<file path="config.mk">
export PLATFORM = sky130hd
export DESIGN_NAME = uart_hello
export DESIGN_NICKNAME = d
export VERILOG_FILES = /design/src/rtl/uart_pkg.sv /design/src/rtl/uart_hello.sv
export SDC_FILE = /design/constraint.sdc
export NUM_CORES = 1
export LEC_CHECK = 0
export BUFFER_PORTS_ARGS = -buffer_cell sky130_fd_sc_hd__buf_2
export CAP_MARGIN = 0
export CELL_PAD_IN_SITES_DETAIL_PLACEMENT = 1
export CELL_PAD_IN_SITES_GLOBAL_PLACEMENT = 2
export CORE_MARGIN = 10
export CORE_UTILIZATION = 32
export CTS_CLUSTER_SIZE = 8
export DETAILED_ROUTE_END_ITERATION = 7
export GPL_ROUTABILITY_DRIVEN = 0
export GPL_TIMING_DRIVEN = 0
export PLACE_DENSITY_LB_ADDON = 0.1
export SLEW_MARGIN = 20
export SYNTH_ARGS = -nofsm -noshare
export SYNTH_HDL_FRONTEND = slang
export SYNTH_SLANG_ARGS = --single-unit
</file>
<file path="constraint.sdc">
create_clock -name clk -period 3.62 [get_ports clk]
set_input_delay 0.362 -clock clk [delete_from_list [all_inputs] [get_ports clk]]
set_output_delay 0.362 -clock clk [all_outputs]
set_load 0.1 [all_outputs]
</file>
<file path="src/rtl/uart_pkg.sv">
// rtl/uart_pkg.sv - shared UART constants and uart_hello state encoding
package uart_pkg;

  localparam int UART_DATA_WIDTH = 8;
  localparam int UART_BAUD_RATE  = 921600;
  localparam int UART_STOP_BITS  = 1;
  localparam int UART_PARITY     = 0;

  localparam logic [1:0] S_IDLE = 2'd0;
  localparam logic [1:0] S_REQ  = 2'd1;
  localparam logic [1:0] S_HOLD = 2'd2;
  localparam logic [1:0] S_DONE = 2'd3;

endpackage

</file>
<file path="src/rtl/uart_hello.sv">
// rtl/uart_hello.sv - streams the fixed message C_MSG into a uart_tx send/busy handshake
module uart_hello
  import uart_pkg::*;
#(
  parameter int C_UART_DATA_WIDTH = UART_DATA_WIDTH,
  parameter int C_MSG_LEN         = 5,
  parameter logic [C_UART_DATA_WIDTH*((C_MSG_LEN > 0) ? C_MSG_LEN : 1)-1:0] C_MSG = "12345"
) (
  input  logic                         clk,
  input  logic                         rstb,
  input  logic                         send,
  output logic                         busy,
  input  logic                         txBusy,
  output logic                         txSend,
  output logic [C_UART_DATA_WIDTH-1:0] txData,
  input  logic                         txErr
);

  localparam int W     = C_UART_DATA_WIDTH;
  localparam int SLOTS = (C_MSG_LEN > 0) ? C_MSG_LEN : 1;
  localparam int IDX_W = (C_MSG_LEN > 0) ? $clog2(C_MSG_LEN + 1) : 1;
  localparam logic [IDX_W-1:0] LAST_IDX = IDX_W'(SLOTS - 1);

  logic [1:0]       state;
  logic [IDX_W-1:0] idx;

  // First character lives in the MSBs of the packed message.
  function automatic logic [W-1:0] charAt(input logic [IDX_W-1:0] i);
    logic [W*SLOTS-1:0] shifted;
    shifted = C_MSG >> (W * (SLOTS - 1 - int'(i)));
    return shifted[W-1:0];
  endfunction

  always_ff @(posedge clk) begin
    if (rstb) begin
      state  <= S_IDLE;
      idx    <= '0;
      busy   <= 1'b0;
      txSend <= 1'b0;
      txData <= '0;
    end else begin
      case (state)
        S_IDLE: begin
          if (send) begin
            busy <= 1'b1;
            if (C_MSG_LEN > 0) begin
              state  <= S_REQ;
              idx    <= '0;
              txData <= charAt('0);
              txSend <= 1'b1;
            end else begin
              state <= S_DONE;
            end
          end
        end
        // txSend stays up until the Tx shows busy, even if busy was already high.
        S_REQ: begin
          if (txErr) begin
            state  <= S_IDLE;
            txSend <= 1'b0;
            busy   <= 1'b0;
          end else if (txBusy) begin
            state  <= S_HOLD;
            txSend <= 1'b0;
          end
        end
        S_HOLD: begin
          if (txErr) begin
            state  <= S_IDLE;
            txSend <= 1'b0;
            busy   <= 1'b0;
          end else if (!txBusy) begin
            if (idx < LAST_IDX) begin
              state  <= S_REQ;
              idx    <= idx + IDX_W'(1);
              txData <= charAt(idx + IDX_W'(1));
              txSend <= 1'b1;
            end else begin
              state <= S_DONE;
            end
          end
        end
        default: begin
          state <= S_IDLE;
          busy  <= 1'b0;
        end
      endcase
    end
  end

endmodule

</file>
; ---- Word-level counts from Yosys, hierarchy flattened
; Index checks and enable logic that the tools add are counted.
[totals]
mem_count = 0
word_cells = 53
inputBits = 5
register_bits = 15
ram_bits = 0
romBits = 0
latch_bits = 0
[classes]
div_mod_pow = 0
n_lt_le_gt_ge = 1
n_shift = 1
n_eq_ne = 10
n_mul = 0
add_sub_neg = 2
n_mux = 26
bitwise_logic = 0
reduce_logical = 8
[ops]
columns = op, n
row1 = right shift 38 x 32 -> 8 bit (first input constant), 1
row2 = two-way mux 8 bit, 4
row3 = one-hot mux 8 bit (2 select lines), 1
row4 = two-way mux 2 bit, 6
row5 = two-way mux 3 bit, 4
row6 = AND reduction 5 bit, 2
row7 = inequality test 3 bit (second input constant), 3
row8 = inequality test 2 bit (second input constant), 4
row9 = two-way mux 1 bit, 7
row10 = one-hot mux 2 bit (3 select lines), 1
row11 = one-hot mux 3 bit (2 select lines), 1
row12 = subtractor 3 x 3 -> 4 bit (first input constant), 1
row13 = adder 3 x 1 -> 3 bit (second input constant), 1
row14 = less-than comparator 3 bit (second input constant), 1
row15 = one-hot mux 1 bit (3 select lines), 1
row16 = AND reduction 3 bit, 1
row17 = nonzero test 3 bit, 1
row18 = equality test 2 x 1 -> 1 bit (second input constant), 1
row19 = equality test 2 bit (second input constant), 1
row20 = logical NOT 2 bit, 1
row21 = inequality test 2 x 1 -> 1 bit (second input constant), 1
row22 = one-hot mux 1 bit (2 select lines), 1
row23 = AND reduction 2 bit, 1
row24 = nonzero test 2 bit, 1
row25 = OR reduction 2 bit, 1

; ---- Logic depth before layout (Yosys ltp)
[logic_depth]
word_depth = 7
ltp_mapped = 6
depth_no_buf = 6

; ---- Worst setup path after synthesis
; Ideal clock, no wire load.
[synth_path]
kind = register to output
startpoint = register txData[5]
endpoint = output port txData[5]
stages_incl_launch_ff = 2
setup_slack_ns = 1.884
arrival_ns = 1.374
n_path_buf = 1
required_time_ns = 3.258
path_cell_list = dfxtp_1 buf_4
[synth_rtl]
columns = item, line_no
row1 = from (decl), uart_hello.sv:15  ; output logic [C_UART_DATA_WIDTH-1:0] txData,
row2 = from (signal assigned), uart_hello.sv:49  ; txData <= charAt('0);
row3 = from (signal assigned), uart_hello.sv:76  ; txData <= charAt(idx + IDX_W'(1));
; No word-level cell between the ends.

; ---- Worst setup path in the final report
[layout_path]
startpoint = register state[0]
endpoint = register txData[1]
[layout_between]
elab_chain_len = 3
[layout_rtl]
columns = item, line_no
row1 = from (decl), uart_hello.sv:24  ; logic [1:0] state;
row2 = from (signal assigned), uart_hello.sv:36  ; state <= S_IDLE;
row3 = from (signal assigned), uart_hello.sv:47  ; state <= S_REQ;
row4 = from (signal assigned), uart_hello.sv:52  ; state <= S_DONE;
row5 = equality test 2 bit / logical NOT 2 bit (equally long branches), uart_hello.sv:42  ; case (state)
row6 = inequality test 2 bit (no line) / nonzero test 2 bit (equally long branches), --
row7 = AND reduction 5 bit (no line), --
; Several ways; a longest one is shown, not always the timed one.
; A chain may end at the register's enable or synchronous reset.

==> impl_metrics.ini <==
[routing]
routed_wl_mm = 1.57
drc = 0
vias = 578
drtIter0Drc = 18
route.detailed.wl_per_inst_um = 12.7
first_pass_iters = 4
vias_per_cell = 4.66
ant_nets = 0

[cells_and_area]
finalNetCount = 109
syn_to_final_growth_pct = 17.9
drive_above_1_share_pct = 22.7
antenna_cells = 0
fin_util_pct = 40.4
nFillCells = 258
seqCellArea_sq_um = 220
multi_input_area_sq_um = 399

[timing]
rsz0062_at_grt = false
fin_crit_sh_pct = 53.3
hold_violations = 0
hold_slack_ps = 294
max-slew-margin-rel_pct = 61.5
min_period_ps = 1930
drv_slew = 0
finalClockSkew_ps = 1.67
fmax_mhz = 518
worst_pin_slew_ps = 572
tns_ps = 0
setup_viol = 0
setup_slack_ps = 1690

[cts]
cts_tree = built
cts_setup_buffers = 0
cts_resized = 0
clock_sinks = 11
hold_buffers = 0
clkSlewWorstSetupHoldPaths_ps = 70
cts-root-buf = clkbuf_4
cts_buffers = 3
clock_latency_ps = 270
cts_max_path_buffers = 2
cts_htree_levels = 1

[power]
max-vdd-ir-drop_mv = 0.205
p_per_area_nw_per_um2 = 507
p_total_mw = 0.411
p_leak_nw = 0.364

[min_path]
hp-class = input pin to register

[floorplanning]
pin_count = 15
start_util_pct = 34.3
row_count = 16
die_w_um = 66.3
fp.coreArea_sq_um = 2000
dieArea_sq_um = 4400
die_y_um = 66.3

[global_routing]
grt_max_degree = 11
grt_overflow = 0
grt_antenna_before_repair = 0
grt_pass1_vias = 563
grt_pass1_wl_mm = 2.50
grt_usage_pct = 7.61

[critical_path]
cp.buffers_inverters = 1
startpoint_type = register
crit_path_end_kind = register
required_ps = 3820
cpLargestDelayFamily = simple AND/OR/NAND/NOR gates
slowest_stage = or4_1
critical_path_class = register to register
worst_path_largest_cell_delay_ps = 500
crit_chain = inv_1, ha_1, nor4b_4, o21ai_2, or4_1, a21oi_1
cp_max_fo = 9
crit_arrival_ps = 2130

[yosys]
synthesis.area_sq_um = 687
ys_ff_latch = 11
ys.warnings.count = 0
yosysUniqueCellTypes = 30
synth_area_per_cell_sq_um = 8.59
post_synth_inst_count = 80
synth_seq_area_share_pct = 32.1

[place]
post-place-ws_ps = 1680
dp.final_hpwl_mm = 1.29
portBuffers = 11

[flow_run]
drv_cap = 0

[outcome]
status = completed
[flip-flops by register name (all words and copies together) (netlist names)]
name,cells
busy,1
idx,3
state,2
txData,4
txSend,1
[cell families (layout without fill, tap and decap cells)]
group,Yosys count,count (layout),synth area share [%]
multiplexers,2,2,2.91
buffers and inverters,14,29,10.9
AND/OR/NAND/NOR,25,25,22.2
XOR/XNOR,1,1,1.28
flip-flops,11,11,32.1
AO/OA/AOI/OAI,20,20,19.1
other,1,3,0.546
adder cells (fa/ha/maj),6,6,10.9
[placed cells by master, fill, tap and decap left out, types with 2 or more instances in the layout]
cell,n
a211oi_1,4
a21oi_1,7
a22oi_1,2
buf_2,11
buf_4,4
clkbuf_1,2
clkbuf_4,3
conb_1,3
dfxtp_1,11
ha_1,6
inv_1,8
mux2i_1,2
nand2_1,8
nor2_1,4
o21ai_0,3
or2b_1,2
or4_1,2
[cell type report]
cell class              count  share of cell area (%)
plain buffers               6                    5.56
clock buffers               4                    3.25
inverters                   8                    3.71
multi-input cells          57                    49.3
flip-flops and latches     11                    27.2
well taps                  27                    4.17
repair buffers             11                    6.80
[final timing paths]
kind             start   endpoint  slack [ps]  depth (start not counted)
max reg2reg   state[0]  txData[1]        1690                          6
min reg2reg  txData[1]  txData[1]         450                          2
max           state[0]  txData[1]        1690                          6
min               rstb  txData[0]         290                          2
[report_power, final]
group	total (mW)	internal [mW]	switching, mW
combinational	0.186	0.0424	0.143
clock	0.0831	0.0427	0.0404
sequential	0.142	0.134	0.00764
[cell usage after synthesis]
master	n	area, sq um
buf_6	1	11.3
xor2_1	1	8.76
a211oi_1	4	30.0
a311oi_1	1	8.76
nand2_1	8	30.0
nor4b_4	1	23.8
a311o_1	1	10.0
or4_1	2	15.0
nand2b_1	1	6.26
ha_1	6	75.1
buf_4	4	30.0
and2_1	1	6.26
nor2_1	4	15.0
nor3_1	1	5.00
nand3b_1	1	7.51
nor3b_1	1	7.51
or2b_1	2	15.0
conb_1	1	3.75
o21ai_2	1	8.76
clkbuf_1	1	3.75
o21ai_0	3	15.0
or3b_2	1	8.76
nand4_1	1	6.26
a21oi_1	7	35.0
mux2i_1	2	20.0
dfxtp_1	11	220
inv_1	8	30.0
a22oi_1	2	15.0
nor2b_1	1	6.26
o41ai_1	1	8.76
[metal layers]
metal  up-vias  wire length [um]  track usage (%)
met2        13               704             11.4
met5         -                 0                0
met3         2               144             5.59
met4         0                19             3.14
met1       258               701             7.95
li1        305                 -                -
[worst register-to-register path, delay by kind of cell, from the launching register on]
kind,cells,cell delay (ps)
AND/OR/NAND/NOR,2,810
flip-flops,1,340
adder cells (fa/ha/maj),1,310
AO/OA/AOI/OAI,2,310
buffers and inverters,1,90
[per-stage QoR]
| stage | cells | cell area, sq um |
|---|---|---|
| 6_report | 124 | 810 |
| 2_1_floorplan | 82 | 694 |
| 3_3_place_gp | 120 | 783 |
| 4_1_cts | 124 | 810 |
| 3_5_place_dp | 120 | 783 |
| 5_1_grt | 124 | 810 |
(Power assumes the default switching activity.)
